[src/rtl/elevator_ctrl_n.sv]
// Collective N-floor elevator controller: latches hall/car calls and keeps moving while calls remain ahead.
// Optional door auto-close after a dwell period when DOOR_TIMEOUT_EN is defined.
module elevator_ctrl_n #(
  parameter int NUM_FLOORS   = 3,
  parameter int FS_W         = 2,
  parameter int DWELL_CYCLES = 16
) (
  input  logic                  clk,
  input  logic                  rst,
  input  logic [NUM_FLOORS-1:0] hall_up,
  input  logic [NUM_FLOORS-1:0] hall_dn,
  input  logic [NUM_FLOORS-1:0] car,
  input  logic [FS_W-1:0]       fs,
  input  logic                  dc,
  output logic                  door,
  output logic [1:0]            dir,
  output logic [FS_W-1:0]       cur_floor,
  output logic [1:0]            state,
  output logic [NUM_FLOORS-1:0] req_lamp
);

  typedef enum logic [1:0] {
    CLOSING = 2'b00,
    OPENED  = 2'b01,
    MOVE_UP = 2'b10,
    MOVE_DN = 2'b11
  } state_e;

  localparam logic [FS_W-1:0]       TOP     = FS_W'(NUM_FLOORS);
  // No up call exists at the top floor and no down call at the bottom floor.
  localparam logic [NUM_FLOORS-1:0] UP_MASK = {1'b0, {(NUM_FLOORS-1){1'b1}}};
  localparam logic [NUM_FLOORS-1:0] DN_MASK = {{(NUM_FLOORS-1){1'b1}}, 1'b0};

  if (NUM_FLOORS < 2 || DWELL_CYCLES < 1 || (1 << FS_W) <= NUM_FLOORS) begin : g_bad_param
    $error("elevator_ctrl_n: illegal parameter combination");
  end

  function automatic logic [NUM_FLOORS-1:0] floor_oh(input logic [FS_W-1:0] f);
    floor_oh = '0;
    for (int i = 0; i < NUM_FLOORS; i++) floor_oh[i] = (f == FS_W'(i + 1));
  endfunction

  function automatic logic [NUM_FLOORS-1:0] above_mask(input logic [FS_W-1:0] f);
    above_mask = '0;
    for (int i = 0; i < NUM_FLOORS; i++) above_mask[i] = (FS_W'(i + 1) > f);
  endfunction

  function automatic logic [NUM_FLOORS-1:0] below_mask(input logic [FS_W-1:0] f);
    below_mask = '0;
    for (int i = 0; i < NUM_FLOORS; i++) below_mask[i] = (FS_W'(i + 1) < f);
  endfunction

  state_e                  state_q, state_d;
  logic [FS_W-1:0]         cur_floor_q, cur_floor_d;
  logic                    last_up_q, last_up_d;
  logic                    door_q, door_d;
  logic [1:0]              dir_q, dir_d;
  logic [NUM_FLOORS-1:0]   req_up_q, req_up_d, req_dn_q, req_dn_d, req_car_q, req_car_d;
  logic [NUM_FLOORS-1:0]   nxt_up, nxt_dn, nxt_car, nxt_all, btn_all, cur_oh, open_oh;
  logic                    fs_valid, press_here;
`ifdef DOOR_TIMEOUT_EN
  localparam int DW_W = $clog2(DWELL_CYCLES + 1);
  logic [DW_W-1:0]         dwell_q, dwell_d;
`endif

  always_comb begin
    btn_all     = (hall_up & UP_MASK) | (hall_dn & DN_MASK) | car;
    nxt_up      = req_up_q | (hall_up & UP_MASK);
    nxt_dn      = req_dn_q | (hall_dn & DN_MASK);
    nxt_car     = req_car_q | car;
    nxt_all     = nxt_up | nxt_dn | nxt_car;
    cur_oh      = floor_oh(cur_floor_q);
    press_here  = |(btn_all & cur_oh);
    fs_valid    = (fs != '0) && (fs <= TOP);
    state_d     = state_q;
    cur_floor_d = cur_floor_q;
    last_up_d   = last_up_q;

    unique case (state_q)
      CLOSING: begin
        // A call at the current floor reopens regardless of the door sensor.
        if (|(nxt_all & cur_oh)) begin
          state_d = OPENED;
        end else if (dc) begin
          if (last_up_q && |(nxt_all & above_mask(cur_floor_q))) begin
            state_d = MOVE_UP;
          end else if (!last_up_q && |(nxt_all & below_mask(cur_floor_q))) begin
            state_d = MOVE_DN;
          end else if (last_up_q && |(nxt_all & below_mask(cur_floor_q))) begin
            state_d   = MOVE_DN;
            last_up_d = 1'b0;
          end else if (!last_up_q && |(nxt_all & above_mask(cur_floor_q))) begin
            state_d   = MOVE_UP;
            last_up_d = 1'b1;
          end
        end
      end
      OPENED: begin
        if (|(nxt_all & ~cur_oh)) begin
          state_d = CLOSING;
`ifdef DOOR_TIMEOUT_EN
        end else if (!press_here && dwell_q == DW_W'(DWELL_CYCLES - 1)) begin
          state_d = CLOSING;
`endif
        end
      end
      MOVE_UP: begin
        if (fs_valid && fs > cur_floor_q) begin
          cur_floor_d = fs;
          if (|((nxt_car | nxt_up) & floor_oh(fs)) || !(|(nxt_all & above_mask(fs))))
            state_d = OPENED;
        end
      end
      MOVE_DN: begin
        if (fs_valid && fs < cur_floor_q) begin
          cur_floor_d = fs;
          if (|((nxt_car | nxt_dn) & floor_oh(fs)) || !(|(nxt_all & below_mask(fs))))
            state_d = OPENED;
        end
      end
      default: state_d = CLOSING;
    endcase

    // Calls at the floor where the doors are open are served, never latched.
    open_oh   = (state_d == OPENED) ? floor_oh(cur_floor_d) : '0;
    req_up_d  = nxt_up & ~open_oh;
    req_dn_d  = nxt_dn & ~open_oh;
    req_car_d = nxt_car & ~open_oh;

    door_d = (state_d != OPENED);
    dir_d  = (state_d == MOVE_UP) ? 2'b01 : (state_d == MOVE_DN) ? 2'b10 : 2'b00;

`ifdef DOOR_TIMEOUT_EN
    if (state_q != OPENED || state_d != OPENED || press_here) dwell_d = '0;
    else                                                      dwell_d = dwell_q + 1'b1;
`endif
  end

  always_ff @(posedge clk) begin
    if (rst) begin
      state_q     <= CLOSING;
      cur_floor_q <= FS_W'(1);
      last_up_q   <= 1'b1;
      door_q      <= 1'b1;
      dir_q       <= 2'b00;
      req_up_q    <= '0;
      req_dn_q    <= '0;
      req_car_q   <= '0;
`ifdef DOOR_TIMEOUT_EN
      dwell_q     <= '0;
`endif
    end else begin
      state_q     <= state_d;
      cur_floor_q <= cur_floor_d;
      last_up_q   <= last_up_d;
      door_q      <= door_d;
      dir_q       <= dir_d;
      req_up_q    <= req_up_d;
      req_dn_q    <= req_dn_d;
      req_car_q   <= req_car_d;
`ifdef DOOR_TIMEOUT_EN
      dwell_q     <= dwell_d;
`endif
    end
  end

  assign door      = door_q;
  assign dir       = dir_q;
  assign cur_floor = cur_floor_q;
  assign state     = state_q;
  assign req_lamp  = req_up_q | req_dn_q | req_car_q;

endmodule

[config.mk]
export PLATFORM = sky130hd
export DESIGN_NAME = elevator_ctrl_n
export DESIGN_NICKNAME = d
export VERILOG_FILES = /design/src/rtl/elevator_ctrl_n.sv
export SDC_FILE = /design/constraint.sdc
export NUM_CORES = 1
export LEC_CHECK = 0
export CAP_MARGIN = 20
export CORE_MARGIN = 3
export CORE_UTILIZATION = 55
export CTS_CLUSTER_SIZE = 16
export DETAILED_ROUTE_END_ITERATION = 7
export DONT_BUFFER_PORTS = 1
export HOLD_SLACK_MARGIN = 0.12
export PLACE_DENSITY = 0.82
export SYNTH_ARGS = -nofsm -noshare
export SYNTH_HDL_FRONTEND = slang
export SYNTH_SLANG_ARGS = --single-unit
[constraint.sdc]
create_clock -name clk -period 4.4 [get_ports clk]
set_input_delay 0.44 -clock clk [delete_from_list [all_inputs] [get_ports clk]]
set_output_delay 0.44 -clock clk [all_outputs]
set_load 0.03 [all_outputs]
Word-level counts from Yosys, hierarchy flattened
Cells that the tools add are included.

Register bits: 17. Bits of input ports: 14. Output and inout bits: 10. Word-level logic and storage cells: 110.

Order comparisons: 15. Eq/ne operators: 16. Muxes and demuxes: 20. Bitwise operators: 25. Reduce and logical (&&, ||, !) cells: 25.

Operators with widths (count): $and 3x3->3 (11); $mux 2 (14); $or 3x3->3 (8); $reduce_or 3->1 (8); $eq 2x2->1 const B (10); $eq 2x1->1 const B (5); $gt 2x2->1 const A (4); $lt 2x2->1 const A (4); $pmux 2 s4 (1); $logic_and 1x1->1 (7); $not 3->3 (2); $reduce_and 6->1 (1); $gt 1x2->1 const A (2); $lt 1x2->1 const A (2); $pmux 2 s2 (1); $reduce_bool 2->1 (2); $logic_not 1->1 (3); $mux 1 (3); $mux 3 (1); $not 1->1 (3); $or 3x2->3 (1); $gt 2x2->1 (1); $le 2x2->1 const B (1); $logic_not 2->1 (1); 4 further kinds (5).

Longest topological paths before layout
Depth after elaboration: 17. Depth in mapped cells: 8. Gate-level depth less buffers: 8.

Least setup slack after synthesis
No wires, ideal clock.

Path kind: reg2reg. Start: reg cur_floor_q[1] (netlist: cur_floor[1]). End: reg req_car_q[1]. Setup time: 165 ps. Data arrival time: 2777 ps. Required time: 4235 ps. Setup slack: 1458 ps. Cell stages (with the launch flop): 9. Path buffers: 0. Clock period less this slack: 2942 ps. Path through: dfxtp_1 -> inv_1 -> ha_1 -> nor2b_1 -> a2bb2oi_1 -> a211oi_1 -> or4_1 -> a2111oi_4 -> a211oi_1.

Longest elaborated chain between the ends: 15. Elaborated cells on any way between the ends: 44. Those cells by class: order compare (8); eq/ne (5); mux (14); bitwise (7); reduce/logical (10).

Ends and longest elaborated chain: start: declaration (line 54) `logic [FS_W-1:0] cur_floor_q, cur_floor_d;`; start signal: assignment (line 154) `cur_floor_q <= cur_floor_d;`; $gt 1x2->1 or $gt 2x2->1 (tied branches) (line 45) `for (int i = 0; i < NUM_FLOORS; i++) above_mask[i] = (FS_W'(i + 1) > f);`; $and 3x3->3 (line 85, 92); $reduce_or 3->1 (line 85, 92); $logic_and 1x1->1 (line 92) `end else if (!last_up_q && |(nxt_all & above_mask(cur_floor_q))) begin`; $mux 2 (line 92); $mux 2 (line 89) `end else if (last_up_q && |(nxt_all & below_mask(cur_floor_q))) begin`; $mux 2 (line 87) `end else if (!last_up_q && |(nxt_all & below_mask(cur_floor_q))) begin`; $mux 2 (line 85) `if (last_up_q && |(nxt_all & above_mask(cur_floor_q))) begin`; $mux 2 (line 84) `end else if (dc) begin`; $mux 2 (line 82) `if (|(nxt_all & cur_oh)) begin`; $pmux 2 s4 (line 79) `unique case (state_q)`; $eq 2x1->1 (line 125) `open_oh = (state_d == OPENED) ? floor_oh(cur_floor_d) : '0;`; $mux 3 (*) (line 125); $not 3->3 (*) (line 128) `req_car_d = nxt_car & ~open_oh;`; $and 3x3->3 (*) (line 128); end signal: assignment (line 160) `req_car_q <= req_car_d;`; end: declaration (line 58) `logic [NUM_FLOORS-1:0] req_up_q, req_up_d, req_dn_q, req_dn_d, req_car_q, req_car_d;`.

Every way passes the cells marked *; elsewhere a longest branch is shown, timed or not. A chain may end at the register's enable or synchronous reset.

Worst setup path after layout
Start: reg cur_floor_q[1] (netlist: cur_floor[1]). End: reg req_up_q[1].

Longest elaborated chain between the ends: 15. Elaborated cells on any way between the ends: 44. Those cells by class: order compare (8); eq/ne (5); mux (14); bitwise (7); reduce/logical (10).

Ends and longest elaborated chain: $gt 1x2->1 or $gt 2x2->1 (tied branches) (line 45); $and 3x3->3 (line 85, 92); $reduce_or 3->1 (line 85, 92); $logic_and 1x1->1 (line 92); $mux 2 (line 92); $mux 2 (line 89); $mux 2 (line 87); $mux 2 (line 85); $mux 2 (line 84); $mux 2 (line 82); $pmux 2 s4 (line 79); $eq 2x1->1 (line 125); $mux 3 (*) (line 125); $not 3->3 (*) (line 126) `req_up_d = nxt_up & ~open_oh;`; $and 3x3->3 (*) (line 126); end signal: assignment (line 158) `req_up_q <= req_up_d;`; end: declaration (line 58).

Marked as above.

==> impl_metrics.toml <==
[outcome]
status = "completed"

[synthesis]
avgSynthCellArea_um2 = 8.66
netlist_top_cells_area = "dfxtp_1, a211oi_1, nand2b_1, nor2_1, nor4_1"
yosysSeqAreaShare_pct = 33.0
syn_inst = 119
synth_area_um2 = 1030
synth_edf_count = 0
synth_cell_types = 40
ys.flop_type = "dfxtp_1"
synth_largest_area_cell = "dfxtp_1"
async_flop_share_pct = 0
synth_fp_nets = 135
ys_ff_latch = 17
yosysTopAreaCellShare_pct = 33.0
yosysWarnings = 0

[grt]
grt.overflow.total = 0
grt_first_pass_wirelength_um = 4070
grt_max_degree = 18
antenna_found_initial = 0
grt_usage_pct = 21.8
grt_pass1_vias = 943

[cts]
postCtsHoldBufs = 0
clockRootBuffer = "clkbuf_4"
cts_resized = 0
insertion_delay_ps = 290
h-tree-depth = 1
clk_pin_slew_ps = 90
cts_tree = "yes"
clockBufferDepth = 2
cts.sinks = 17
post_cts_buffers = 0
cts_buffers = 3

[timing]
fin_crit_sh_pct = 70.5
setup_viol = 0
tns_ps = 0
rsz0062_at_grt = "no"
finalHoldViolations = 0
maxSlewHeadroom_pct = 51.6
skew_ps = 2.58
tightest_slew_ps = 719
final-max-slew-violation-count = 0
period_needed_ps = 3100
max_freq_mhz = 322

[worst_hold_path]
hold_start = "rst"
whs_path_depth = 1
min_to = "state[0]"
hp-class = "primary input to flop"

[pwr]
seq_power_share_pct = 52.5
power_density_nw_per_um2 = 340
peakVddDrop_mv = 0.210
switching_power_uw = 132
leakage_uw = 0.000378
fin_total_pwr_uw = 373
power.internal_uw = 241
clkPwrFrac_pct = 22.1
switching_share_pct = 35.4
power_frac_comb_pct = 25.5

[place]
io_buffer_count = 0
place_hpwl_um = 1760
gp_congestion = 0.925

[layout]
nets = 140
syn2layout_area_growth_pct = 6.19
drive_gt1_share_pct = 8.13
antenna_cells = 0
fillers = 163
multi_input_area_um2 = 667
regArea_um2 = 340

[worst_setup_path]
path_max_fanout = 8
r2r_slack_ps = 1300
path_class = "flop to flop"
worstPathArrival_ps = 3270
regToRegEndpoint = "req_up_q[1]"
reg2regPathDepth = 9
startpoint_type = "flop"
end_kind = "flop"
r2r-start = "cur_floor[1]"
cp.required_ps = 4570

[floorplan]
start_util_pct = 59.1
row_count = 15
pin_count = 24
die-area_um2 = 2430
core_um2 = 1750
die_w_um = 49.3
die_h_um = 49.3

[drt]
vias_per_cell = 6.52
highest_layer = "met4"
drt_wl_total_um = 2280
met1Wirelength_um = 957
dr_wl_met2_um = 1080
wl_per_cell_um = 15.4
met3_length_um = 191
via_count = 965
drt-initial-drc-count = 21
ant_nets = 0
drc_errors = 0
dr.pass1.iters = 4

[run]
cap_violations = 0
==> registers in the layout (all words and copies together), names as in the netlist <==
signal	flops
req_up_q	3
door	1
state	2
dir	2
cur_floor	2
last_up_q	1
req_dn_q	3
req_car_q	3
==> per-stage QoR <==
step	util [%]	area, um2	cells	setup WS, ps	hold slack (ps)
after floorplan	-	1030	119	1460	444
after global placement	61.2	1070	144	1390	474
after detailed placement	61.2	1070	144	1340	483
after CTS	62.7	1090	148	1320	190
after global routing	62.7	1090	148	999	188
final	62.7	1090	148	1300	207
==> power groups by stage <==
stage	logic (uW)	registers [uW]	clock network [uW]
floorplan	82.1	195	0
finish	94.9	195	82.2
global route	105	198	91.9
detailed placement	94.1	199	0
CTS	94.9	195	87.5
global placement	92.6	199	0
==> cells by family after synthesis <==
group,after synthesis,synth area share (%)
AND/OR/NAND/NOR,57,29.6
AO/OA/AOI/OAI,36,31.7
adder cells (fa/ha/maj),2,2.43
buffers and inverters,6,2.30
multiplexers,1,0.971
flip-flops,17,33.0
==> cell usage in the layout, fill, tap and decap left out, types with 2 or more instances in the layout <==
master    instances
clkbuf_4          3
inv_1             4
and2_1            2
nor3_1            4
nor2_1           15
or4_1             3
o21ai_0           2
a211oi_1         10
o311ai_0          2
nand2_1           7
a21oi_1           3
o31ai_1           3
ha_1              2
nor4_1            5
nand2b_1         10
or3_1             4
nor4b_1           2
dfxtp_1          17
buf_4             2
nor2b_1           2
==> how the worst max path moves through the flow <==
| stage | start | end | cells past startpoint |
|---|---|---|---|
| finish | cur_floor[1] | req_up_q[1] | 9 |
| global route | cur_floor[1] | req_up_q[1] | 9 |
| CTS | cur_floor[1] | req_up_q[1] | 9 |
| detailed placement | cur_floor[1] | req_car_q[2] | 9 |
| global placement | cur_floor[1] | req_car_q[2] | 9 |
| floorplan | cur_floor[1] | req_car_q[1] | 8 |
==> critical path: stages, from the launching register on <==
cell and delay (ps):
dfxtp_1 320, buf_4 200, inv_1 130, ha_1 310, nor2b_1 360, a2bb2oi_1 370
a211oi_1 120, or4_1 640, a2111oi_4 390, a211oi_1 150
==> routing by layer <==
layer  vias to the layer above  global-route usage [%]
met5                         -                       0
met4                         0                    11.8
met3                         5                    7.03
met2                        38                    35.5
met1                       448                    25.1
li1                        474                       -
==> cells in the mapped netlist (3+ instances only) <==
cell type	instances
a211oi_1	10
a21oi_1	3
dfxtp_1	17
inv_1	4
nand2_1	7
nand2b_1	10
nor2_1	15
nor3_1	4
nor4_1	5
o31ai_1	3
or3_1	4
or4_1	3
==> area by class of cell <==
type	instances	share of cell area, %
multi-input cells	96	60.9
flip-flops and latches	17	31.1
well taps	25	2.86
clock buffers	4	2.40
repair buffers	2	1.37
inverters	4	1.37
Power figures use the tool's default switching activity.
